[src/rtl/mtm_alu_tx_scheduler.sv]
// Transmit scheduler for the MTM ALU: queues result words in a small FIFO, holds one
// pending error report, and hands frames to the serializer with an ack-based handshake.
module mtm_alu_tx_scheduler #(
  parameter int DEPTH       = 4,
  parameter int ACK_TIMEOUT = 1024
) (
  input  logic        clk,
  input  logic        rst,
  input  logic        res_valid,
  output logic        res_ready,
  input  logic [31:0] res_data,
  input  logic [2:0]  res_crc,
  input  logic [3:0]  res_flags,
  input  logic        err_valid,
  output logic        err_ready,
  input  logic [2:0]  err_bits,
  output logic        ser_req,
  output logic [31:0] ser_data,
  output logic [2:0]  ser_crc,
  output logic [3:0]  ser_flags,
  output logic        ser_data_err,
  output logic        ser_crc_err,
  output logic        ser_op_err,
  input  logic        ser_ack,
  output logic [4:0]  fifo_level,
  output logic        tx_timeout
);

  localparam int AW = (DEPTH > 1) ? $clog2(DEPTH) : 1;
  localparam int CW = $clog2(ACK_TIMEOUT + 1);
  localparam logic [4:0]    DEPTH_L  = 5'(DEPTH);
  localparam logic [CW-1:0] CNT_LAST = CW'(ACK_TIMEOUT - 1);

  typedef enum logic [1:0] {IDLE, ISSUE, WAIT_START, WAIT_DONE} state_t;

  state_t        state_q, state_d;
  logic [38:0]   mem_q [DEPTH];
  logic [AW-1:0] wrPtr_q, wrPtr_d, rdPtr_q, rdPtr_d;
  logic [4:0]    level_q, level_d;
  logic          errPending_q, errPending_d;
  logic [2:0]    errBits_q, errBits_d;
  logic          isErr_q, isErr_d;
  logic          serReq_q, serReq_d;
  logic [31:0]   serData_q, serData_d;
  logic [2:0]    serCrc_q, serCrc_d;
  logic [3:0]    serFlags_q, serFlags_d;
  logic [2:0]    serErr_q, serErr_d;
  logic          timeout_q, timeout_d;
  logic [CW-1:0] cnt_q, cnt_d;

  logic push, pop, errCapture;

  assign res_ready  = (level_q < DEPTH_L);
  assign err_ready  = !errPending_q;
  assign push       = res_valid & res_ready;
  assign pop        = (state_q == ISSUE) & !isErr_q;
  assign errCapture = err_valid & err_ready & (err_bits != 3'b000);

  always_comb begin
    state_d      = state_q;
    wrPtr_d      = wrPtr_q;
    rdPtr_d      = rdPtr_q;
    level_d      = level_q;
    errPending_d = errPending_q;
    errBits_d    = errBits_q;
    isErr_d      = isErr_q;
    serReq_d     = serReq_q;
    serData_d    = serData_q;
    serCrc_d     = serCrc_q;
    serFlags_d   = serFlags_q;
    serErr_d     = serErr_q;
    timeout_d    = timeout_q;
    cnt_d        = cnt_q;

    if (push) wrPtr_d = wrPtr_q + 1'b1;
    if (pop)  rdPtr_d = rdPtr_q + 1'b1;
    case ({push, pop})
      2'b10:   level_d = level_q + 5'd1;
      2'b01:   level_d = level_q - 5'd1;
      default: level_d = level_q;
    endcase

    if ((state_q == ISSUE) && isErr_q) errPending_d = 1'b0;
    if (errCapture) begin
      errPending_d = 1'b1;
      errBits_d    = err_bits;
    end

    case (state_q)
      IDLE: begin
        // Error reports always win over queued results.
        if ((errPending_q || (level_q != 5'd0)) && ser_ack) begin
          state_d  = ISSUE;
          serReq_d = 1'b1;
          if (errPending_q) begin
            isErr_d    = 1'b1;
            serData_d  = 32'h0;
            serCrc_d   = 3'b000;
            serFlags_d = 4'b0000;
            serErr_d   = errBits_q;
          end else begin
            isErr_d                            = 1'b0;
            {serData_d, serCrc_d, serFlags_d}  = mem_q[rdPtr_q];
            serErr_d                           = 3'b000;
          end
        end
      end
      ISSUE: begin
        state_d = WAIT_START;
        cnt_d   = '0;
      end
      WAIT_START: begin
        if (!ser_ack) begin
          state_d  = WAIT_DONE;
          serReq_d = 1'b0;
        end else if (cnt_q == CNT_LAST) begin
          state_d   = IDLE;
          serReq_d  = 1'b0;
          timeout_d = 1'b1;
        end else begin
          cnt_d = cnt_q + 1'b1;
        end
      end
      WAIT_DONE: begin
        if (ser_ack) state_d = IDLE;
      end
      default: state_d = IDLE;
    endcase
  end

  always_ff @(posedge clk) begin
    if (rst) begin
      state_q      <= IDLE;
      wrPtr_q      <= '0;
      rdPtr_q      <= '0;
      level_q      <= 5'd0;
      errPending_q <= 1'b0;
      errBits_q    <= 3'b000;
      isErr_q      <= 1'b0;
      serReq_q     <= 1'b0;
      serData_q    <= 32'h0;
      serCrc_q     <= 3'b000;
      serFlags_q   <= 4'b0000;
      serErr_q     <= 3'b000;
      timeout_q    <= 1'b0;
      cnt_q        <= '0;
    end else begin
      state_q      <= state_d;
      wrPtr_q      <= wrPtr_d;
      rdPtr_q      <= rdPtr_d;
      level_q      <= level_d;
      errPending_q <= errPending_d;
      errBits_q    <= errBits_d;
      isErr_q      <= isErr_d;
      serReq_q     <= serReq_d;
      serData_q    <= serData_d;
      serCrc_q     <= serCrc_d;
      serFlags_q   <= serFlags_d;
      serErr_q     <= serErr_d;
      timeout_q    <= timeout_d;
      cnt_q        <= cnt_d;
    end
  end

  // Storage needs no reset: only entries between the pointers are ever read.
  always_ff @(posedge clk) begin
    if (push) mem_q[wrPtr_q] <= {res_data, res_crc, res_flags};
  end

  assign ser_req      = serReq_q;
  assign ser_data     = serData_q;
  assign ser_crc      = serCrc_q;
  assign ser_flags    = serFlags_q;
  assign ser_data_err = serErr_q[2];
  assign ser_crc_err  = serErr_q[1];
  assign ser_op_err   = serErr_q[0];
  assign fifo_level   = level_q;
  assign tx_timeout   = timeout_q;

endmodule

[config.mk]
export PLATFORM = sky130hd
export DESIGN_NAME = mtm_alu_tx_scheduler
export DESIGN_NICKNAME = d
export VERILOG_FILES = /design/src/rtl/mtm_alu_tx_scheduler.sv
export SDC_FILE = /design/constraint.sdc
export NUM_CORES = 1
export LEC_CHECK = 0
export CORE_ASPECT_RATIO = 0.7
export CORE_UTILIZATION = 56
export DETAILED_ROUTE_END_ITERATION = 16
export GPL_ROUTABILITY_DRIVEN = 0
export PLACE_DENSITY = 0.8
export SETUP_SLACK_MARGIN = 0.3
export SLEW_MARGIN = 20
export SYNTH_ARGS = -nofsm -noshare
export SYNTH_HDL_FRONTEND = slang
export SYNTH_SLANG_ARGS = --single-unit
[constraint.sdc]
create_clock -name clk -period 3.1 [get_ports clk]
set_input_delay 0.775 -clock clk [delete_from_list [all_inputs] [get_ports clk]]
set_output_delay 0.775 -clock clk [all_outputs]
set_load 0.02 [all_outputs]
# Word level (Yosys, flattened, before mapping)
# Memory sizes are Yosys's and may differ from the RTL's. A register that Yosys moved wholly into a read port is not among the register bits.
# Index checks and enable logic that the tools add are counted.
# word_totals
reg_bits	71
out_inout_bits	51
ram_bits	156
n_memories	1
input_bits	47
# memory_table
memory	words	word_bits	read_ports	rd_clocked_by_memory_dff	wr	line	source
mem_q	4	39	1	1	1	37	logic [38:0] mem_q [DEPTH];
# classes
reduce_logical	17
muxes	24
order_cmp	1
eq_ne	11
bitwise	4
n_addsub	5
# op_table
cell	n
32-bit two-way mux	1
11-bit two-way mux	2
11-bit one-hot mux with 2 select lines	1
2-bit two-way mux	6
3-bit AND reduction	4
11-bit by 1-bit adder with 11-bit output (second input constant)	1
11-bit by 10-bit equality test with 1-bit output (second input constant)	1
5-bit one-hot mux with 2 select lines	1
1-bit two-way mux	8
2-bit inequality test (second input constant)	4
2-bit one-hot mux with 4 select lines	1
2-bit nonzero test	4
2-bit equality test (second input constant)	3
3-bit two-way mux	2
5-bit by 1-bit adder with 5-bit output (second input constant)	1
5-bit by 3-bit less-than comparator with 1-bit output (second input constant)	1
5-bit nonzero test	1
5-bit by 1-bit subtractor with 5-bit output (second input constant)	1
2-bit by 1-bit adder with 2-bit output (second input constant)	2
1-bit AND	4
2-bit by 1-bit equality test with 1-bit output (second input constant)	2
4-bit two-way mux	1
3-bit inequality test (second input constant)	1
3-bit nonzero test	1
other kinds (6)	8

# Depth between registers and ports, before layout
# depth
word_depth	5
mapped_depth	12
ltp_nobuf	11

# Worst setup path before layout
# OpenSTA, ideal clock, no wires.
# synth_timing
kind	register -> register
start	reg level_q[2] (netlist: fifo_level[2])
end	reg level_q[4] (netlist: fifo_level[4])
setup_ns	0.121
period_less_slack_ns	3.124
setup_slack_ns	-0.024
path_buffers	1
t_arrival_ns	3.003
stages_incl_launch_ff	13
t_required_ns	2.979
path_cell_list	dfxtp_1 -> or3_4 -> inv_1 -> and2_1 -> inv_1 -> ha_1 -> clkbuf_1 -> xor2_1 -> ha_1 -> or4bb_1 -> a21oi_1 -> o21ai_0 -> mux2_2
# synth_between
elab_chain_cells	4
elab_cells_between_ends	8
# synth_rtl
item	line	source
from (decl)	39	logic [4:0] level_q, level_d;
from (signal assigned)	151	level_q <= level_d;
5-bit by 3-bit less-than comparator with 1-bit output *	53	assign res_ready = (level_q < DEPTH_L);
via res_ready	10	output logic res_ready,
1-bit AND *	55	assign push = res_valid & res_ready;
2-bit by 1-bit equality test with 1-bit output or 2-bit equality test (tied branches)	77	case ({push, pop})
5-bit one-hot mux with 2 select lines or 2-bit nonzero test (tied branches)	--	
# The timed path passes the listed nets; every way through them passes the cells marked *.
# A chain may end at the register's enable or synchronous reset.

# Worst setup path in the final report
# layout_timing
start	reg level_q[3] (netlist: fifo_level[3])
end	reg level_q[4] (netlist: fifo_level[4])
# layout_between
elab_chain_cells	4
elab_cells_between_ends	8
# layout_rtl
item	line
5-bit by 3-bit less-than comparator with 1-bit output	53
1-bit AND	55
2-bit by 1-bit equality test with 1-bit output or 2-bit equality test (tied branches)	77
5-bit one-hot mux with 2 select lines or 2-bit nonzero test (tied branches)	--
# Parallel ways exist; a longest one is shown, timed or not.

==> impl_metrics.ini <==
[timing]
timing.hold.ws_ns = 0.441
rsz0062_at_grt = no
skew_ns = 0.00616
finalHoldViolCount = 0
clock.fmax_ghz = 0.368
fin_crit_ns = 2.72
slew_headroom = 0.457
fin_tns_setup_ns = 0
finalCritPeriodShare = 0.876
slew_violations = 0
fin_ws_ns = 0.383
worst_slew_pin_slew_ns = 0.813
setup_viol_count_final = 0

[outcome]
outcome = finished, final reports clean

[clock_tree]
cts_tree = yes
h-tree-depth = 1
clk_latency_ns = 0.50
root_buffer = clkbuf_16
ctsHoldBuffers = 0
clkTransAtPathRegs_ns = 0.06
cts_buffer_depth = 3
clock_sinks = 229
cts_buffers = 21

[yosys]
synth_flop_cell = edfxtp_1
synth_compound_area_frac = 0.0581
synth_edf_count = 156
syn-instance-count = 576
synthSimpleGateAreaFrac = 0.0901
yosys_warnings = 0
synth.area.mux_share = 0.108
ys_seq_area_frac = 0.703
synth_xor_area_frac = 0.00601
async_flop_share = 0
synth_top_family_by_area = multiplexers
ys_seq_elements = 229
netlist-cell-type-count = 52
synth_fp_nets = 631
synthAdderAreaFrac = 0.0115
syn_area_mm2 = 0.00874
avgSynthCellArea_um2 = 15.2

[final_layout]
mostFrequentLayoutCells = edfxtp_1, clkdlybuf4s50_1, dfxtp_1
fin_cells = 891
n_antenna_cell = 0
nets = 737
layout_commonest_cell = edfxtp_1
syn_to_final_growth_pct = 22.1
layout-drive-gt1-share = 0.158

[critical_path]
crit_family = simple AND/OR/NAND/NOR gates
worstSetupPathType = reg -> reg
critPathSlowestCell = or4bb_1
r2r_cells = 11
cp.arrival_ns = 3.10
timing.rr.start = fifo_level[3]
max_stage_delay_ns = 0.43
cp-start-kind = flip-flop
cp.required_ns = 3.48
path_cells = or3_4, clkinvlp_4, and2_4, inv_1, ha_1, xor2_1, ha_2, or4bb_1, a21oi_2, o21ai_1, mux2_2
reg2reg_setup_slack_ns = 0.38
critPathMaxFanout = 6
timing.rr.end = fifo_level[4]
crit_buf_inv = 2
critPathCaptureType = flip-flop

[detailed_routing]
ant_nets = 0
met3_length_mm = 1.62
dr_total_vias = 5306
drt_iter0_drc = 373
met1_length_mm = 7.44
first_pass_iters = 7
routed.top_layer = met4
drt-total-wl_mm = 18.1
route.met2.wl_mm = 8.79
drc_errors = 0
viasPerCell = 5.96
routedWlPerCell_um = 20.3

[global_route]
grt.overflow.total = 0
grt_max_degree = 44
grt_pass1_wl_mm = 28.5
grt_pass1_vias = 5332
grt_usage = 0.236
antenna_found_initial = 0

[pwr]
switching_share = 0.292
p_clk_frac = 0.274
p_comb_frac = 0.262
power_switching_mw = 2.58
peakVddDrop_v = 0.000611
p_seq_frac = 0.464
intPower_mw = 6.26
leakagePower_nw = 3.49
pwr_density_cell_mw_per_mm2 = 829

[floorplan]
rows = 37
die_x_um = 151
die-area_mm2 = 0.0161
start_util = 0.584
coreArea_mm2 = 0.0150
io_pins = 98
die_h_um = 107

[placed_design]
dp_hpwl_mm = 10.9
portBuffers = 97
dp_slack_ns = 0.0134
dp_cells = 853

[min_path]
hp-class = reg -> reg
holdPathStages = 2
min_from = cnt_q[10]
min_to = cnt_q[10]

[job]
maxCapViolCount = 0
timing repair:
item                       CTS  global route
setup endpoints to repair    1             1
resized for setup            1             1
pin swaps                    0             1
buffers inserted             0             1
cell usage after synthesis, types with 7 or more instances:
cell | instances | area share
dfxtp_1 | 73 | 0.17
nor2b_1 | 7 | 0.0050
clkbuf_1 | 13 | 0.0056
nand2_1 | 54 | 0.023
buf_2 | 9 | 0.0052
nor2_1 | 21 | 0.0090
nand3_1 | 46 | 0.026
o21ai_0 | 8 | 0.0046
inv_1 | 9 | 0.0039
ha_1 | 8 | 0.011
a21oi_1 | 57 | 0.033
mux4_2 | 39 | 0.10
edfxtp_1 | 156 | 0.54
power by group through the flow:
stage          combinational [mW]  sequential [mW]  clock, mW
2_1_floorplan                1.36             4.24          0
3_3_place_gp                 2.27             4.12          0
3_5_place_dp                 2.31             4.17          0
4_1_cts                      2.32             4.11       2.45
5_1_grt                      2.50             4.16       2.58
6_report                     2.32             4.10       2.42
per-stage QoR:
step	utilization	power, mW	area [µm²]
after global placement	0.670	6.39	10000
after global routing	0.713	9.23	10700
final	0.713	8.84	10700
after floorplan	-	5.60	8770
after detailed placement	0.670	6.47	10000
after CTS	0.712	8.88	10700
per-layer routing:
layer  track usage  vias up
met5             0        -
met4        0.0471        0
met3        0.0464       20
met2         0.393      222
met1         0.326     2656
li1              -     2408
worst reg2reg max path, stage by stage, from the launching register on:
cell and delay (ns):
dfxtp_4 0.36, or3_4 0.41, clkinvlp_4 0.11, and2_4 0.14
inv_1 0.05, ha_1 0.22, xor2_1 0.16, ha_2 0.25
or4bb_1 0.43, a21oi_2 0.13, o21ai_1 0.08, mux2_2 0.27
area by class of cell:
type	count	area (µm²)
flip-flops and latches	229	6150
fillers	961	4290
multi-input cells	305	2410
repair buffers	116	1180
clock buffers	29	566
well taps	195	244
clock inverters	8	70.1
inverters	9	37.5
kinds of logic after synthesis:
| family | Yosys count |
|---|---|
| simple gates | 161 |
| xor+xnor | 6 |
| fa+ha+maj | 8 |
| buf+inv | 42 |
| flops | 229 |
| mux | 45 |
| compound gates | 85 |
how the worst max path moves through the flow:
stage	start	endpoint	slack (ns)	cells past startpoint
floorplan	fifo_level[3]	fifo_level[4]	0.31	12
global placement	res_valid	fifo_level[4]	0.08	10
detailed placement	res_valid	fifo_level[4]	0.01	10
CTS	fifo_level[3]	fifo_level[4]	0.34	11
global route	fifo_level[3]	fifo_level[4]	0.31	11
finish	fifo_level[3]	fifo_level[4]	0.38	11
sequential cells by signal, indices dropped and copies added (netlist names), named ones only:
signal,count
cnt_q,11
errBits_q,3
errPending_q,1
fifo_level,5
isErr_q,1
mem_q,156
rdPtr_q,2
serErr_q,3
ser_crc,3
ser_data,32
ser_flags,4
ser_req,1
state_q,2
tx_timeout,1
wrPtr_q,2
(Power assumes the default switching activity.)
